$ cat config.mk
export PLATFORM = sky130hd
export DESIGN_NAME = mul_unit
export DESIGN_NICKNAME = d
export VERILOG_FILES = /design/src/rtl/mul_pkg.sv /design/src/rtl/ksa_adder.sv /design/src/rtl/mul_unit.sv
export SDC_FILE = /design/constraint.sdc
export NUM_CORES = 1
export LEC_CHECK = 0
export BUFFER_PORTS_ARGS = -buffer_cell sky130_fd_sc_hd__buf_2
export CORE_UTILIZATION = 35
export CTS_CLUSTER_DIAMETER = 60
export DETAILED_ROUTE_END_ITERATION = 7
export PLACE_DENSITY = 0.61
export SLEW_MARGIN = 15
export SYNTH_ARGS = -nofsm -noshare
export SYNTH_HDL_FRONTEND = slang
export SYNTH_SLANG_ARGS = --single-unit
$ cat constraint.sdc
create_clock -name i_clk -period 14.08 [get_ports i_clk]
set_clock_uncertainty 0.05 [all_clocks]
set_input_delay 0.704 -clock i_clk [delete_from_list [all_inputs] [get_ports i_clk]]
set_output_delay 0.704 -clock i_clk [all_outputs]
set_load 0.01 [all_outputs]
$ cat src/rtl/mul_pkg.sv
// Shared types and widths for the RV32M iterative multiplier.
package mul_pkg;

    localparam int unsigned XLEN_P = 32;
    localparam int unsigned PROD_W = 2 * XLEN_P;
    localparam int unsigned CNT_W  = 6;

    typedef enum logic [1:0] {
        OpMul    = 2'b00,
        OpMulh   = 2'b01,
        OpMulhsu = 2'b10,
        OpMulhu  = 2'b11
    } mul_op_e;

    typedef enum logic [1:0] {
        StIdle = 2'b00,
        StCalc = 2'b01,
        StFix  = 2'b10,
        StDone = 2'b11
    } mul_state_e;

    function automatic logic op_rs1_signed(input mul_op_e op);
        return (op == OpMulh) || (op == OpMulhsu);
    endfunction

    function automatic logic op_rs2_signed(input mul_op_e op);
        return (op == OpMulh);
    endfunction

endpackage

$ cat src/rtl/ksa_adder.sv
// Kogge-Stone parallel-prefix adder with carry-in and carry-out.
module ksa_adder #(
    parameter int unsigned data_size = 64
) (
    input  logic [data_size-1:0] i_a,
    input  logic [data_size-1:0] i_b,
    input  logic                 i_cin,
    output logic [data_size-1:0] o_sum,
    output logic                 o_cout
);

    localparam int unsigned LVL = $clog2(data_size);

    logic [data_size-1:0] w_p0;
    logic [data_size-1:0] w_g;
    logic [data_size-1:0] w_p;
    logic [data_size-1:0] w_gn;
    logic [data_size-1:0] w_pn;
    logic [data_size:0]   w_c;

    always_comb begin
        w_p0 = i_a ^ i_b;
        w_g  = i_a & i_b;
        w_p  = w_p0;
        w_gn = '0;
        w_pn = '0;
        // After level l, (w_g, w_p)[i] cover the span [i : i - 2^(l+1) + 1].
        for (int l = 0; l < int'(LVL); l++) begin
            w_gn = w_g;
            w_pn = w_p;
            for (int i = (1 << l); i < int'(data_size); i++) begin
                w_gn[i] = w_g[i] | (w_p[i] & w_g[i - (1 << l)]);
                w_pn[i] = w_p[i] & w_p[i - (1 << l)];
            end
            w_g = w_gn;
            w_p = w_pn;
        end
        w_c[0] = i_cin;
        for (int i = 0; i < int'(data_size); i++) begin
            w_c[i+1] = w_g[i] | (w_p[i] & i_cin);
        end
    end

    assign o_sum  = w_p0 ^ w_c[data_size-1:0];
    assign o_cout = w_c[data_size];

endmodule

$ cat src/rtl/mul_unit.sv
// Iterative shift-add RV32M multiplier (MUL/MULH/MULHSU/MULHU).
// Define MUL_EARLY_OUT_EN to leave CALC once the remaining multiplier bits are zero.
module mul_unit
    import mul_pkg::*;
#(
    parameter int unsigned XLEN = XLEN_P
) (
    input  logic            i_clk,
    input  logic            i_rst,
    input  logic            i_start,
    input  logic [1:0]      i_op,
    input  logic [XLEN-1:0] i_rs1,
    input  logic [XLEN-1:0] i_rs2,
    output logic            o_ready,
    output logic            o_busy,
    output logic            o_done,
    output logic [XLEN-1:0] o_result
);

    localparam int unsigned PW = 2 * XLEN;
    localparam logic [CNT_W-1:0] CNT_LAST = CNT_W'(XLEN - 1);

    mul_state_e        r_state;
    mul_op_e           r_op;
    logic [PW-1:0]     r_mc;
    logic [XLEN-1:0]   r_mp;
    logic              r_neg;
    logic [PW-1:0]     r_acc;
    logic [CNT_W-1:0]  r_cnt;
    logic [XLEN-1:0]   r_result;

    mul_state_e        w_state;
    mul_op_e           w_op;
    logic [PW-1:0]     w_mc;
    logic [XLEN-1:0]   w_mp;
    logic              w_neg;
    logic [PW-1:0]     w_acc;
    logic [CNT_W-1:0]  w_cnt;
    logic [XLEN-1:0]   w_result;

    mul_op_e           w_in_op;
    logic              w_rs1_neg;
    logic              w_rs2_neg;
    logic [XLEN-1:0]   w_rs1_mag;
    logic [XLEN-1:0]   w_rs2_mag;
    logic              w_last;
    logic [PW-1:0]     w_add_a;
    logic [PW-1:0]     w_add_b;
    logic              w_add_cin;
    logic [PW-1:0]     w_sum;
    logic              w_unused_cout;
    logic [PW-1:0]     w_fixed;

    // Magnitudes: 0x80000000 negates to itself, read as unsigned 2^31.
    assign w_in_op   = mul_op_e'(i_op);
    assign w_rs1_neg = op_rs1_signed(w_in_op) & i_rs1[XLEN-1];
    assign w_rs2_neg = op_rs2_signed(w_in_op) & i_rs2[XLEN-1];
    assign w_rs1_mag = w_rs1_neg ? -i_rs1 : i_rs1;
    assign w_rs2_mag = w_rs2_neg ? -i_rs2 : i_rs2;

`ifdef MUL_EARLY_OUT_EN
    assign w_last = (r_cnt == CNT_LAST) || (r_mp[XLEN-1:1] == '0);
`else
    assign w_last = (r_cnt == CNT_LAST);
`endif

    // FIX reuses the adder for two's complement: ~acc + 0 + 1.
    always_comb begin
        w_add_a   = r_acc;
        w_add_b   = r_mc;
        w_add_cin = 1'b0;
        if (r_state == StFix) begin
            w_add_a   = ~r_acc;
            w_add_b   = '0;
            w_add_cin = 1'b1;
        end
    end

    ksa_adder #(
        .data_size (PW)
    ) u_ksa_adder (
        .i_a    (w_add_a),
        .i_b    (w_add_b),
        .i_cin  (w_add_cin),
        .o_sum  (w_sum),
        .o_cout (w_unused_cout)
    );

    assign w_fixed = r_neg ? w_sum : r_acc;

    always_comb begin
        w_state  = r_state;
        w_op     = r_op;
        w_mc     = r_mc;
        w_mp     = r_mp;
        w_neg    = r_neg;
        w_acc    = r_acc;
        w_cnt    = r_cnt;
        w_result = r_result;
        unique case (r_state)
            StIdle: begin
                if (i_start) begin
                    w_op    = w_in_op;
                    w_mc    = {{XLEN{1'b0}}, w_rs1_mag};
                    w_mp    = w_rs2_mag;
                    w_neg   = w_rs1_neg ^ w_rs2_neg;
                    w_acc   = '0;
                    w_cnt   = '0;
                    w_state = StCalc;
                end
            end
            StCalc: begin
                if (r_mp[0]) begin
                    w_acc = w_sum;
                end
                w_mc  = r_mc << 1;
                w_mp  = r_mp >> 1;
                w_cnt = r_cnt + CNT_W'(1);
                if (w_last) begin
                    w_state = StFix;
                end
            end
            StFix: begin
                w_acc    = w_fixed;
                w_result = (r_op == OpMul) ? w_fixed[XLEN-1:0] : w_fixed[PW-1:XLEN];
                w_state  = StDone;
            end
            StDone: begin
                w_state = StIdle;
            end
            default: begin
                w_state = StIdle;
            end
        endcase
    end

    always_ff @(posedge i_clk) begin
        if (i_rst) begin
            r_state  <= StIdle;
            r_op     <= OpMul;
            r_mc     <= '0;
            r_mp     <= '0;
            r_neg    <= 1'b0;
            r_acc    <= '0;
            r_cnt    <= '0;
            r_result <= '0;
        end else begin
            r_state  <= w_state;
            r_op     <= w_op;
            r_mc     <= w_mc;
            r_mp     <= w_mp;
            r_neg    <= w_neg;
            r_acc    <= w_acc;
            r_cnt    <= w_cnt;
            r_result <= w_result;
        end
    end

    assign o_ready  = (r_state == StIdle);
    assign o_busy   = (r_state == StCalc) || (r_state == StFix);
    assign o_done   = (r_state == StDone);
    assign o_result = r_result;

endmodule

# After elaboration in Yosys (flattened, before gate mapping)
# Cells that the tools add are included.
# classes
n_bitwise	1078
eq_ne	9
muxes	19
n_addsub	3
reduce_logical	10
# ops
op	count
1-bit bitwise AND	695
64-bit two-way mux	6
1-bit OR	378
64-bit one-hot mux with 3 select lines	1
32-bit two-way mux	4
64-bit one-hot mux with 2 select lines	1
64-bit XOR	2
32-bit negator	2
64-bit NOT	1
32-bit one-hot mux with 2 select lines	1
63-bit bitwise AND	1
6-bit one-hot mux with 2 select lines	1
2-bit one-hot mux with 4 select lines	1
6-bit by 1-bit adder with 6-bit output (second input constant)	1
2-bit equality test (second input constant)	3
6-bit by 5-bit equality test with 1-bit output (second input constant)	1
6-bit two-way mux	1
2-bit != test (second input constant)	3
2-bit AND reduction	3
2-bit by 1-bit equality test with 1-bit output (second input constant)	2
2-bit logical NOT	2
2-bit two-way mux	2
3-bit AND reduction	1
3-bit nonzero test	1
other kinds (4)	5
# totals
out_inout_bits	35
regBits	203

# Logic depth before layout (Yosys ltp)
# Gate-level depths: netlist (run 1).
# logic_depth
ltp_word	18
mapped_depth	20

# Cells and area by module
# A second synthesis (run 1) with hierarchy kept.
# hier_totals
hier_cells	1905
hier_area_um2	15796.4
# modules_own_cells
mod	area_per_inst_um2	cells_per_inst	seq_area_each_um2	n_inst
mul_unit	12230.5	1378	4063.9	1
ksa_adder	3565.9	527	0.0	1

# Worst setup path after synthesis (run 1)
# Ideal clock, no wire load.
# synth_timing
path_kind	register -> register
from	reg r_state[0]
to	reg r_result[2], in the netlist o_result[2]
slack_ps	9233
period_less_slack_ps	4847
stages_incl_launch_ff	21
path_buffers	5
arrival_time_ps	4680
path_cell_list	dfxtp_1 -> inv_1 -> ha_1 -> clkbuf_1 -> clkbuf_1 -> buf_1 -> clkbuf_1 -> xor2_1 -> ha_1 -> a21oi_1 -> nand2_1 -> a221o_1 -> o2111ai_2 -> a31oi_1 -> or2_1 -> buf_6 -> a21o_1 -> a21oi_2 -> xnor2_1 -> mux4_1 -> a22o_1
# synth_between
elab_chain_cells	18
# synth_rtl
item	line_no	rtl
from (decl)	mul_unit.sv:23	mul_state_e r_state;
from (signal assigned)	mul_unit.sv:139	r_state <= StIdle;
from (signal assigned)	mul_unit.sv:148	r_state <= w_state;
2-bit equality test (*)	mul_unit.sv:72, mul_unit.sv:100	
64-bit two-way mux	mul_unit.sv:72	if (r_state == StFix) begin
64-bit XOR or 63-bit bitwise AND (tied branches)	ksa_adder.sv:22, ksa_adder.sv:23	
1-bit bitwise AND	ksa_adder.sv:32	w_gn[i] = w_g[i] | (w_p[i] & w_g[i - (1 << l)]);
1-bit OR	ksa_adder.sv:32	
1-bit bitwise AND	ksa_adder.sv:32	
1-bit OR	ksa_adder.sv:32	
1-bit bitwise AND	ksa_adder.sv:32	
1-bit OR	ksa_adder.sv:32	
1-bit bitwise AND	ksa_adder.sv:32	
1-bit OR	ksa_adder.sv:32	
1-bit bitwise AND	ksa_adder.sv:32	
1-bit OR (2 in series)	ksa_adder.sv:32	
1-bit OR	ksa_adder.sv:40	w_c[i+1] = w_g[i] | (w_p[i] & i_cin);
64-bit XOR	ksa_adder.sv:44	assign o_sum = w_p0 ^ w_c[data_size-1:0];
64-bit two-way mux	mul_unit.sv:89	assign w_fixed = r_neg ? w_sum : r_acc;
32-bit two-way mux	mul_unit.sv:125	w_result = (r_op == OpMul) ? w_fixed[XLEN-1:0] : w_fixed[PW-1:XLEN];
to (signal assigned)	mul_unit.sv:155	r_result <= w_result;
to (decl)	mul_unit.sv:30	logic [XLEN-1:0] r_result;
# Every way passes the cells marked *; elsewhere a longest branch is shown, timed or not.
# A chain may end at the register's enable or synchronous reset.

# Final worst setup path (run 1)
# Same ends and word-level chain as after synthesis.

==> flow_metrics.py, run 1 <==
metrics = {
    "die": {
        "rows": 73,
        "initial_core_util_pct": 35.8,
        "die_h_um": 204,
        "ios": 104,
        "die_area_um2": 41700,
        "fp.dieW_um": 204,
        "design.core.area_um2": 40000,
    },
    "outcome": {
        "status": "finished, final reports clean",
    },
    "yosys": {
        "synth_area_leader_cell": "dfxtp_1",
        "synthArstFlopShare_pct": 0,
        "postSynthCellCount": 1885,
        "synth_edf_count": 0,
        "ys_seq_area_share_pct": 28.4,
        "synth.distinct_cells": 76,
        "netlist_area_um2": 14300,
        "synth_top_area_share_pct": 28.4,
        "yosys-top-cells-area": "dfxtp_1, nand2_1, xor2_1, ha_1, a21oi_1",
        "ys_seq_elements": 203,
        "syn-num-nets": 2025,
        "syn_area_per_cell_um2": 7.59,
        "ys_warn_count": 0,
        "synth_flop_cell": "dfxtp_1",
    },
    "routing": {
        "drt-initial-drc-count": 1173,
        "routedWlPerCell_um": 19.5,
        "route.vias.total": 13865,
        "wl_um": 47600,
        "avgViaCountPerCell": 5.68,
        "dr.pass1.iters": 7,
        "route.antenna.remaining_nets": 0,
        "drc_errors": 0,
    },
    "clocking": {
        "ctsHoldBuffers": 0,
        "insertion_delay_ns": 0.54,
        "clk_pin_slew_ns": 0.06,
        "clock_sinks": 203,
        "cts-root-buf": "clkbuf_16",
        "htreeDepth": 1,
        "cts_made_buffers": 25,
        "cts_tree": "yes",
        "cts_max_path_buffers": 3,
        "postCtsSetupRepairBufs": 0,
        "postCtsResizedCells": 0,
    },
    "setup_path": {
        "cp_cell_sequence": "inv_1 -> ha_4 -> buf_4 -> buf_4 -> xor2_1 -> ha_1 -> nand3_1 -> nor3_1 -> and2_1 -> o2111ai_2 -> a31oi_1 -> or2_1 -> a21o_1 -> a21oi_2 -> xnor2_1 -> mux4_1 -> a22o_1",
        "arrival_ns": 6.33,
        "critPathCaptureType": "flip-flop",
        "cp_slowest_cell": "ha_4",
        "cpMostUsedCell": "buf_4",
        "path_class": "reg -> reg",
        "crit_fanout": 76,
        "cpPeakStageDelay_ns": 0.80,
        "cp-start-kind": "flip-flop",
        "worstPathRequired_ns": 14.46,
        "rr_worst_depth": 17,
    },
    "cells_and_area": {
        "drive_gt1_share_pct": 10.9,
        "area.growth.synth_to_final_pct": 11.7,
        "regArea_um2": 4070,
        "postLayoutCellArea_um2": 16000,
        "antenna_cells": 0,
        "multi_input_area_um2": 9700,
        "fillers": 4189,
        "nets": 2038,
    },
    "place": {
        "dp_hpwl_um": 34300,
        "placed_area_um2": 15100,
        "port_buffers": 103,
        "gp_congestion": 0.932,
    },
    "sta": {
        "worst_slew_pin_slew_ns": 1.09,
        "fmax_mhz": 168,
        "tns_ns": 0,
        "setup_viol": 0,
        "slew_violations": 0,
        "finalHoldViolCount": 0,
        "rsz0062_at_grt": "no",
        "fin_crit_sh_pct": 42.2,
        "fin_crit_ns": 5.95,
        "max_slew_margin_pct": 27.4,
    },
    "power": {
        "p_sw_w": 0.00136,
        "power_frac_comb_pct": 50.6,
        "pwr_density_cell_nw_per_um2": 180,
        "total_power_w": 0.00288,
        "leakagePower_nw": 6.76,
        "swShare_pct": 47.3,
        "p_seq_share_pct": 26.6,
        "power_frac_clock_pct": 22.8,
        "ir_worst_vdd_v": 0.000219,
        "internal_power_w": 0.00152,
    },
    "grt": {
        "overflow": 0,
        "grt.total_usage_pct": 22.4,
        "grt_pass1_wl_um": 73800,
        "grt_start_max_net_pins": 87,
        "grt_pass1_vias": 12874,
        "grt_antenna_before_repair": 1,
    },
    "run": {
        "cap_violations": 0,
    },
    "worst_hold_path": {
        "min_path_cells": 3,
        "hp-class": "in -> reg",
    },
}
[layout make-up]
class	instances	area share (%)
Inverter	22	0.517
Clock buffer	35	4.53
Timing Repair Buffer	119	3.99
Tap cell	525	4.11
Clock inverter	9	0.689
Sequential cell	203	25.4
Multi-Input combinational cell	1527	60.7
[worst paths after layout]
path / startpoint / to / slack, ns
worst min-delay path: i_op[1] / r_op[1] / 0.39
worst max register to register: r_state[0] / o_result[2] / 8.13
worst max-delay path: r_state[0] / o_result[2] / 8.13
worst min register to register: r_mp[14] / r_mp[14] / 0.40
[routing by layer]
metal	GRT usage [%]	vias to the layer above	wire length, um
li1	-	6708	-
met3	3.28	66	2940
met5	0	-	0
met4	5.36	0	1110
met2	36.2	487	21300
met1	31.1	6604	22200
[critical path: cells and delay by family, from the launching register on]
kind,cells,cell delay (ns)
AND/OR/NAND/NOR,4,0.95
multiplexers,1,0.49
flip-flops,1,0.34
adder cells (fa/ha/maj),2,1.24
buffers and inverters,3,1.39
AO/OA/AOI/OAI,5,0.99
XOR/XNOR,2,0.30
[stage by stage]
| step | util (%) | instances | setup slack (ns) | hold WS (ns) |
|---|---|---|---|---|
| 6_report | 39.9 | 2440 | 8.13 | 0.388 |
| 5_1_grt | 39.9 | 2440 | 7.65 | 0.390 |
| 4_1_cts | 39.9 | 2440 | 8.16 | 0.370 |
| 3_5_place_dp | 37.9 | 2396 | 8.19 | 0.395 |
| 3_3_place_gp | 37.9 | 2396 | 8.30 | 0.389 |
| 2_1_floorplan | - | 1885 | 9.23 | 0.382 |
[state kept, by name (all words and copies together) (netlist names)]
| name | count |
|---|---|
| o_result | 32 |
| r_acc | 64 |
| r_cnt | 6 |
| r_mc | 64 |
| r_mp | 32 |
| r_neg | 1 |
| r_op | 2 |
| r_state | 2 |
[synth_stat cells (4+ instances only)]
cell and count:
nand2_1 299, dfxtp_1 203, a21oi_1 158, nor2_1 154, o21ai_0 146, xor2_1 125, clkbuf_1 115, nor2b_1 78
ha_1 71, xnor2_1 63, a22oi_1 54, a21o_1 40, a22o_1 40, mux2i_1 23, o211ai_1 23, inv_1 22
nand3_1 22, nor3_1 21, nand4_1 18, a211oi_1 15, or3_1 12, a31oi_1 11, buf_1 11, nand2b_1 11
o31ai_1 11, a221oi_1 9, or4_1 8, and2_1 7, nor4_1 7, or2_2 7, buf_2 6, o21a_1 6
a311oi_1 5, mux2_2 5, o41ai_1 5, a21oi_2 4, o21bai_1 4, o221ai_1 4
[power by group through the flow]
stage	clock network [W]	registers (W)	logic, W
4_1_cts	0.000668	0.000765	0.00145
2_1_floorplan	0	0.000743	0.00103
3_3_place_gp	0	0.000774	0.00143
5_1_grt	0.000692	0.000774	0.00160
6_report	0.000657	0.000764	0.00146
3_5_place_dp	0	0.000776	0.00144
[cells in the final DEF, fill, tap and decap left out, types with 7 or more instances in the layout]
cell       instances
a211oi_1          15
a21o_1            40
a21oi_1          158
a221oi_1           9
a22o_1            40
a22oi_1           54
a31oi_1           11
buf_2            102
buf_4             17
clkbuf_16         25
dfxtp_1          202
ha_1              69
inv_1             22
mux2i_1           23
nand2_1          299
nand2b_1          11
nand3_1           22
nand4_1           18
nor2_1           150
nor2b_1           77
nor3_1            21
o211ai_1          23
o21ai_0          146
o31ai_1           11
or2_2              7
or3_1             12
or4_1              8
xnor2_1           63
xor2_1           125
[kinds of logic (layout without fill, tap and decap cells)]
family	after synthesis	after routing	synth area share, %
mux	32	32	2.66
xor+xnor	188	188	11.5
fa+ha+maj	71	71	6.21
compound gates	576	576	26.1
buf+inv	155	185	4.17
flops	203	203	28.4
simple gates	660	660	21.0
(Power assumes the default switching activity.)
==> run 2: changes to the inputs <==
--- a/config.mk
+++ b/config.mk
@@ -9,7 +9,7 @@
 export CORE_UTILIZATION = 35
 export CTS_CLUSTER_DIAMETER = 60
 export DETAILED_ROUTE_END_ITERATION = 7
-export PLACE_DENSITY = 0.61
+export PLACE_DENSITY = 0.63
 export SLEW_MARGIN = 15
 export SYNTH_ARGS = -nofsm -noshare
 export SYNTH_HDL_FRONTEND = slang
==> constraint.sdc (replaced) <==
create_clock -name i_clk -period 5.4 [get_ports i_clk]
set_clock_uncertainty 0.05 [all_clocks]
set_input_delay 0.27 -clock i_clk [delete_from_list [all_inputs] [get_ports i_clk]]
set_output_delay 0.27 -clock i_clk [all_outputs]
set_load 0.01 [all_outputs]
==> flow_metrics.py, run 2 (synthesis gave the netlist of run 1 again) <==
metrics = {
    "outcome": {
        "status": "finished, final reports clean",
    },
    "cells_and_area": {
        "area.growth.synth_to_final_pct": 13.5,
        "largestRegisters": "r_acc: 64 flops, r_mc: 64 flops",
        "final_common_cell": "nand2_1",
        "antenna_cells": 0,
        "drive_gt1_share_pct": 11.3,
        "postLayoutCellArea_um2": 16200,
        "nets": 2050,
        "layout_common_cells": "nand2_1, dfxtp_1, a21oi_1, nor2_1, o21ai_0",
        "final_core_util_pct": 40.6,
    },
    "power": {
        "leakagePower_nw": 6.88,
        "ir_worst_vdd_v": 0.000292,
        "pwr_density_cell_nw_per_um2": 478,
    },
    "setup_path": {
        "path_class": "reg -> reg",
        "arrival_ns": 5.05,
        "rr_worst_depth": 16,
        "cp-start-kind": "flip-flop",
        "crit_fanout": 55,
        "worstPathRequired_ns": 5.80,
        "critPathCaptureType": "flip-flop",
    },
    "place": {
        "placed_area_um2": 15200,
        "port_buffers": 103,
        "gp_congestion": 0.967,
        "dp_hpwl_um": 34300,
        "place_ws_ns": 0.723,
    },
    "clocking": {
        "postCtsSetupRepairBufs": 0,
        "ctsHoldBuffers": 5,
        "clk_pin_slew_ns": 0.06,
        "cts_made_buffers": 28,
        "htreeDepth": 1,
        "clock_sinks": 203,
        "postCtsResizedCells": 0,
        "cts_tree": "yes",
        "cts_max_path_buffers": 3,
        "insertion_delay_ns": 0.57,
        "cts-root-buf": "clkbuf_16",
    },
    "sta": {
        "finalHoldViolCount": 0,
        "rsz0062_at_grt": "no",
        "fin_crit_ns": 4.65,
        "slew_violations": 0,
        "max_slew_margin_pct": 31.8,
        "tns_ns": 0,
        "fin_crit_sh_pct": 86.2,
        "worst_slew_pin_slew_ns": 1.01,
        "setup_slack_ns": 0.745,
        "fmax_mhz": 215,
        "setup_viol": 0,
    },
    "die": {
        "initial_core_util_pct": 35.8,
        "ios": 104,
        "die_h_um": 204,
        "die_area_um2": 41700,
        "design.core.area_um2": 40000,
        "fp.dieW_um": 204,
        "rows": 73,
    },
    "grt": {
        "overflow": 0,
        "grt_antenna_before_repair": 2,
        "grt_pass1_wl_um": 73900,
        "grt_start_max_net_pins": 84,
        "grt.total_usage_pct": 22.3,
        "grt_pass1_vias": 13187,
    },
    "routing": {
        "route.antenna.remaining_nets": 0,
        "routedWlPerCell_um": 19.1,
        "drc_errors": 0,
        "route.vias.total": 13757,
        "dr.pass1.iters": 6,
        "wl_um": 46900,
        "drt-initial-drc-count": 1013,
        "avgViaCountPerCell": 5.60,
    },
    "run": {
        "cap_violations": 0,
    },
    "worst_hold_path": {
        "min_path_cells": 3,
        "hp-class": "in -> reg",
    },
}
## run 2: power breakdown
group | leakage (nW) | internal [W] | switching, W | total, W
registers | 1.65 | 0.00177 | 0.000201 | 0.00197
clock network | 0.486 | 0.00119 | 0.000739 | 0.00193
logic | 4.74 | 0.00120 | 0.00266 | 0.00386
total | 6.88 | 0.00416 | 0.00360 | 0.00776
## run 2: final timing paths
check	startpoint	end	slack, ns
max	r_state[0]	r_acc[57]	0.75
min	i_rs1[0]	r_mc[0]	0.01
max reg2reg	r_state[0]	r_acc[57]	0.75
min reg2reg	r_mp[10]	r_mp[10]	0.40
## run 2: critical path, cell delays in order, from the launching register on
cell and delay [ns]:
dfxtp_1 0.35, inv_1 0.16, ha_4 0.45, buf_12 0.35
xor2_1 0.20, ha_1 0.29, a21oi_1 0.26, o21ai_0 0.13
a21o_1 0.20, a221oi_2 0.33, a31oi_1 0.22, or2_1 0.35
a41o_1 0.32, a21o_1 0.22, a211oi_1 0.28, xor2_1 0.26
o21ai_0 0.11
## run 2: layout make-up
class,instances,area [um^2]
Clock buffer,40,847
Clock inverter,12,138
Fill cell,4180,23800
Inverter,22,82.6
Multi-Input combinational cell,1527,9700
Sequential cell,203,4070
Tap cell,525,657
Timing Repair Buffer,128,756
## run 2: routing by layer
metal | share of wire [%] | track usage, %
met5 | 0 | 0
met4 | 4.4 | 8.93
met3 | 6.6 | 4.19
met2 | 45 | 35.6
met1 | 44 | 29.4
## run 2: metrics by stage
step / power, W / hold WS, ns / std cells
4_1_cts: 0.00776 / 0.0000121 / 2457
2_1_floorplan: 0.00463 / 0.367 / 1885
5_1_grt: 0.00826 / 0.0405 / 2457
6_report: 0.00776 / 0.0142 / 2457
3_3_place_gp: 0.00575 / 0.389 / 2400
3_5_place_dp: 0.00580 / 0.393 / 2400
